===== config.mk =====
export PLATFORM = sky130hd
export DESIGN_NAME = reg_abi_namer
export DESIGN_NICKNAME = d
export VERILOG_FILES = /design/src/rtl/reg_abi_pkg.sv /design/src/rtl/reg_abi_lut.sv /design/src/rtl/reg_abi_namer.sv
export SDC_FILE = /design/constraint.sdc
export NUM_CORES = 1
export LEC_CHECK = 0
export ABC_AREA = 1
export BUFFER_PORTS_ARGS = -buffer_cell sky130_fd_sc_hd__buf_2
export CAP_MARGIN = 0
export CORE_MARGIN = 5
export CORE_UTILIZATION = 52
export CTS_BUF_LIST = sky130_fd_sc_hd__clkbuf_4 sky130_fd_sc_hd__clkbuf_8 sky130_fd_sc_hd__clkbuf_16
export DETAILED_ROUTE_END_ITERATION = 7
export GPL_ROUTABILITY_DRIVEN = 0
export MAX_ROUTING_LAYER = met4
export PLACE_DENSITY = 0.85
export SLEW_MARGIN = 15
export SYNTH_ARGS = -nofsm -noshare
export SYNTH_HDL_FRONTEND = slang
export SYNTH_SLANG_ARGS = --single-unit

===== constraint.sdc =====
create_clock -name clk -period 1.9 [get_ports clk]
set_input_delay 0.19 -clock clk [delete_from_list [all_inputs] [get_ports clk]]
set_output_delay 0.19 -clock clk [all_outputs]
set_load 0.05 [all_outputs]

===== src/rtl/reg_abi_pkg.sv =====
// Shared tables and helpers for the RISC-V ABI register namer.
// Holds the 32-entry name/length tables and the abi_name/abi_len lookups.
package reg_abi_pkg;

    localparam int unsigned IDX_W  = 5;
    localparam int unsigned NAME_W = 32;
    localparam int unsigned LEN_W  = 3;
    localparam int unsigned NUM_REGS = 32;

    // Names are right-justified ASCII: first character in the most
    // significant used byte, unused leading bytes are 0x00.
    localparam logic [NAME_W-1:0] FP_NAME = 32'h0000_6670;

    localparam logic [NAME_W-1:0] ABI_NAMES [NUM_REGS] = '{
        32'h7A65_726F, // x0  zero
        32'h0000_7261, // x1  ra
        32'h0000_7370, // x2  sp
        32'h0000_6770, // x3  gp
        32'h0000_7470, // x4  tp
        32'h0000_7430, // x5  t0
        32'h0000_7431, // x6  t1
        32'h0000_7432, // x7  t2
        32'h0000_7330, // x8  s0
        32'h0000_7331, // x9  s1
        32'h0000_6130, // x10 a0
        32'h0000_6131, // x11 a1
        32'h0000_6132, // x12 a2
        32'h0000_6133, // x13 a3
        32'h0000_6134, // x14 a4
        32'h0000_6135, // x15 a5
        32'h0000_6136, // x16 a6
        32'h0000_6137, // x17 a7
        32'h0000_7332, // x18 s2
        32'h0000_7333, // x19 s3
        32'h0000_7334, // x20 s4
        32'h0000_7335, // x21 s5
        32'h0000_7336, // x22 s6
        32'h0000_7337, // x23 s7
        32'h0000_7338, // x24 s8
        32'h0000_7339, // x25 s9
        32'h0073_3130, // x26 s10
        32'h0073_3131, // x27 s11
        32'h0000_7433, // x28 t3
        32'h0000_7434, // x29 t4
        32'h0000_7435, // x30 t5
        32'h0000_7436  // x31 t6
    };

    localparam logic [LEN_W-1:0] ABI_LENS [NUM_REGS] = '{
        3'd4, 3'd2, 3'd2, 3'd2, 3'd2, 3'd2, 3'd2, 3'd2,
        3'd2, 3'd2, 3'd2, 3'd2, 3'd2, 3'd2, 3'd2, 3'd2,
        3'd2, 3'd2, 3'd2, 3'd2, 3'd2, 3'd2, 3'd2, 3'd2,
        3'd2, 3'd2, 3'd3, 3'd3, 3'd2, 3'd2, 3'd2, 3'd2
    };

    // x8 doubles as the frame pointer; the alias only changes the name,
    // "fp" has the same length as "s0".
    function automatic logic [NAME_W-1:0] abi_name(
        input logic [IDX_W-1:0] idx,
        input logic             fp_alias
    );
        logic [NAME_W-1:0] name;
        name = ABI_NAMES[idx];
        if (fp_alias && (idx == 5'd8)) begin
            name = FP_NAME;
        end
        return name;
    endfunction

    function automatic logic [LEN_W-1:0] abi_len(
        input logic [IDX_W-1:0] idx
    );
        return ABI_LENS[idx];
    endfunction

endpackage


===== src/rtl/reg_abi_lut.sv =====
// Combinational single-lane register index to ABI name lookup.
// Ports: idx (5-bit index) -> name (ASCII), len (chars), is_zero (x0).
module reg_abi_lut
    import reg_abi_pkg::*;
#(
    parameter bit FP_ALIAS = 1'b0
) (
    input  logic [IDX_W-1:0]  idx,
    output logic [NAME_W-1:0] name,
    output logic [LEN_W-1:0]  len,
    output logic              is_zero
);

    always_comb begin
        name    = abi_name(idx, FP_ALIAS);
        len     = abi_len(idx);
        is_zero = (idx == '0);
    end

endmodule


===== src/rtl/reg_abi_namer.sv =====
// Multi-lane RISC-V register ABI namer with one-cycle registered output.
// Ports: clk, reset (sync, high), valid_i, idx_i[5L] -> valid_o,
//        name_o[32L], len_o[3L], is_zero_o[L]; lane k at slice k.
module reg_abi_namer
    import reg_abi_pkg::*;
#(
    parameter int unsigned NUM_LANES = 3,
    parameter bit          FP_ALIAS  = 1'b0
) (
    input  logic                          clk,
    input  logic                          reset,
    input  logic                          valid_i,
    input  logic [NUM_LANES*IDX_W-1:0]    idx_i,
    output logic                          valid_o,
    output logic [NUM_LANES*NAME_W-1:0]   name_o,
    output logic [NUM_LANES*LEN_W-1:0]    len_o,
    output logic [NUM_LANES-1:0]          is_zero_o
);

    logic [NUM_LANES*NAME_W-1:0] name_c;
    logic [NUM_LANES*LEN_W-1:0]  len_c;
    logic [NUM_LANES-1:0]        zero_c;

    for (genvar k = 0; k < NUM_LANES; k++) begin : g_lane
        reg_abi_lut #(
            .FP_ALIAS (FP_ALIAS)
        ) u_lut (
            .idx     (idx_i[k*IDX_W +: IDX_W]),
            .name    (name_c[k*NAME_W +: NAME_W]),
            .len     (len_c[k*LEN_W +: LEN_W]),
            .is_zero (zero_c[k])
        );
    end

    // Data registers only load on a request so the last result stays
    // visible to the disassembler while valid_o is low.
    always_ff @(posedge clk) begin
        if (reset) begin
            valid_o   <= 1'b0;
            name_o    <= '0;
            len_o     <= '0;
            is_zero_o <= '0;
        end else begin
            valid_o <= valid_i;
            if (valid_i) begin
                name_o    <= name_c;
                len_o     <= len_c;
                is_zero_o <= zero_c;
            end
        end
    end

endmodule


==> results.py <==
metrics = {
    "sta": {
        "fmax_mhz": 803,
        "slew_violations": 0,
        "finalSetupTns_ns": 0,
        "fin_crit_ns": 1.24,
        "worst_clock_skew_ns": 0,
        "fin_crit_sh_pct": 65.5,
        "hold_viol_final": 0,
        "setup_viol": 0,
        "holdWs_ns": 0.204,
        "rsz0062_at_grt": "false",
    },
    "worst_setup_path": {
        "path_class": "flop to output pin",
        "crit_family": "flip-flops",
        "critical_path_buf_inv_count": 1,
        "path_cells": "buf_2",
        "cp-startpoint": "name_o[61]$_SDFFE_PP0P_",
        "arrival_ns": 1.05,
        "worstPathMaxFanout": 8,
        "r2r_setup_slack_ns": 1.15,
        "reg2reg_from": "name_o[64]$_SDFFE_PP0P_",
        "crit_path_top_delay_cell": "dfxtp_1",
        "slowest_delay_ns": 0.44,
        "cp.required_ns": 1.71,
        "start_kind": "flop",
        "end_kind": "output pin",
    },
    "clocking": {
        "holdBufCountCts": 0,
        "cts_buffers": 5,
        "htreeDepth": 2,
        "clkTransAtPathRegs_ns": 0.10,
        "post_cts_buffers": 0,
        "clk_path_buf_depth": 2,
        "cts-root-buf": "clkbuf_8",
        "cts_tree": "done",
        "clkLatencyLatePin_ns": 0.30,
        "cts_sinks": 50,
        "cts_resized": 0,
    },
    "route": {
        "drtAntennaViolNets": 0,
        "num_vias": 2875,
        "firstDrtPassIters": 5,
        "drt-initial-drc-count": 148,
        "drc": 0,
        "wl_um": 7280,
        "post_drt_wl_per_cell_um": 12.7,
        "avgViaCountPerCell": 5.01,
    },
    "min_path": {
        "holdCritPathClass": "input pin to flop",
        "min_from": "idx_i[4]",
    },
    "job": {
        "maxCapViolations": 0,
    },
    "layout": {
        "nets": 531,
        "seq_area_um2": 1000,
        "multiInputGateArea_um2": 1440,
        "final_common_cell": "buf_2",
        "syn2layout_area_growth_pct": 8.74,
        "mostFrequentLayoutCells": "buf_2, nand2_1, dfxtp_1",
        "final_layout_size_suffix_gt1_share_pct": 27.3,
        "diodes": 0,
        "fillers": 563,
    },
    "synth": {
        "yosysWarnings": 0,
        "yosys_register_bits": 50,
        "yosysUniqueCellTypes": 28,
        "synth_cells": 439,
        "syn_area_um2": 3090,
        "avgSynthCellArea_um2": 7.05,
        "ys_seq_area_share_pct": 32.4,
    },
    "outcome": {
        "status": "finished clean",
    },
    "placement": {
        "place_hpwl_um": 5400,
        "io_buffer_count": 102,
    },
    "pwr": {
        "power_mw": 2.81,
        "p_leak_nw": 1.90,
        "p_per_area_nw_per_um2": 835,
        "ir_drop_mv": 0.413,
    },
    "global_route": {
        "grt_pass1_vias": 2573,
        "globalRoute.totalOverflow": 0,
        "grt_pass1_wl_um": 11600,
        "antenna_found_initial": 0,
        "track_usage_pct": 19.2,
        "grt_max_degree": 46,
    },
    "floorplan": {
        "die_h_um": 87.1,
        "row_count": 28,
        "pin_count": 127,
        "dieWidth_um": 87.1,
        "initial_utilization_pct": 52.9,
        "core-area_um2": 5850,
        "die_area_um2": 7590,
    },
}
==> where the power goes <==
part           switching, mW  total, mW  internal [mW]
Clock                  0.378      0.778          0.400
Combinational          0.708      0.882          0.174
Sequential            0.0381       1.15           1.11
==> stage by stage <==
stage	util (%)	worst slack, ns	area (um^2)	cells
after floorplan	-	0.697	3180	462
after global placement	55.5	0.640	3250	566
after detailed placement	55.5	0.598	3250	566
after CTS	57.5	0.629	3360	574
after global routing	57.5	0.582	3360	574
final	57.5	0.655	3360	574
==> cell type report <==
| type | count | share of cell area [%] |
|---|---|---|
| sequential | 50 | 29.8 |
| multi-input combinational | 290 | 42.9 |
| inverter | 45 | 5.02 |
| tap | 75 | 2.79 |
| clock buffer | 5 | 2.05 |
| timing repair buffer | 106 | 16.1 |
| clock inverter | 3 | 1.41 |
==> synth_stat cells (all sizes together) <==
| cell | n | area (um^2) |
|---|---|---|
| a21oi | 37 | 200 |
| a31oi | 3 | 18.8 |
| buf | 77 | 567 |
| conb | 1 | 3.75 |
| dfxtp | 50 | 1000 |
| ha | 15 | 188 |
| inv | 45 | 169 |
| nand2 | 91 | 347 |
| nand3 | 30 | 150 |
| nand3b | 1 | 7.51 |
| nand4 | 1 | 6.26 |
| nor2 | 42 | 170 |
| nor3 | 6 | 45.0 |
| o211a | 1 | 10.0 |
| o211ai | 3 | 22.5 |
| o21ai | 32 | 160 |
| o221ai | 1 | 8.76 |
| o22ai | 3 | 18.8 |
==> registers in the layout, summed over array words and instances (netlist names) <==
name       flops
name_o        41
len_o          5
is_zero_o      3
valid_o        1
==> cells by family (layout without fill, tap and decap cells) <==
kind of cell    count (synthesis)  in the layout  share of synthesized area (%)
compound gates                 80             80                           14.2
fa+ha+maj                      15             15                           6.07
simple gates                  171            171                           23.5
buf+inv                       122            159                           23.8
other cells                     1             24                          0.121
flops                          50             50                           32.4
==> per-layer routing <==
layer | part of all wire (%) | routed length [um] | track usage (%) | vias to the layer above
li1 | - | - | - | 1434
met1 | 41 | 2990 | 23.1 | 1290
met2 | 48 | 3470 | 33.3 | 144
met3 | 10 | 760 | 3.12 | 7
met4 | 0.78 | 57 | 5.16 | 0
met5 | 0 | 0 | - | -
==> final timing paths <==
check | end | cells past startpoint
max | len_o[5] | 1
min | name_o[2]$_SDFFE_PP0P_ | 3
max reg2reg | name_o[64]$_SDFFE_PP0P_ | 4
min reg2reg | name_o[33]$_SDFFE_PP0P_ | 2
(Power assumes the default switching activity.)
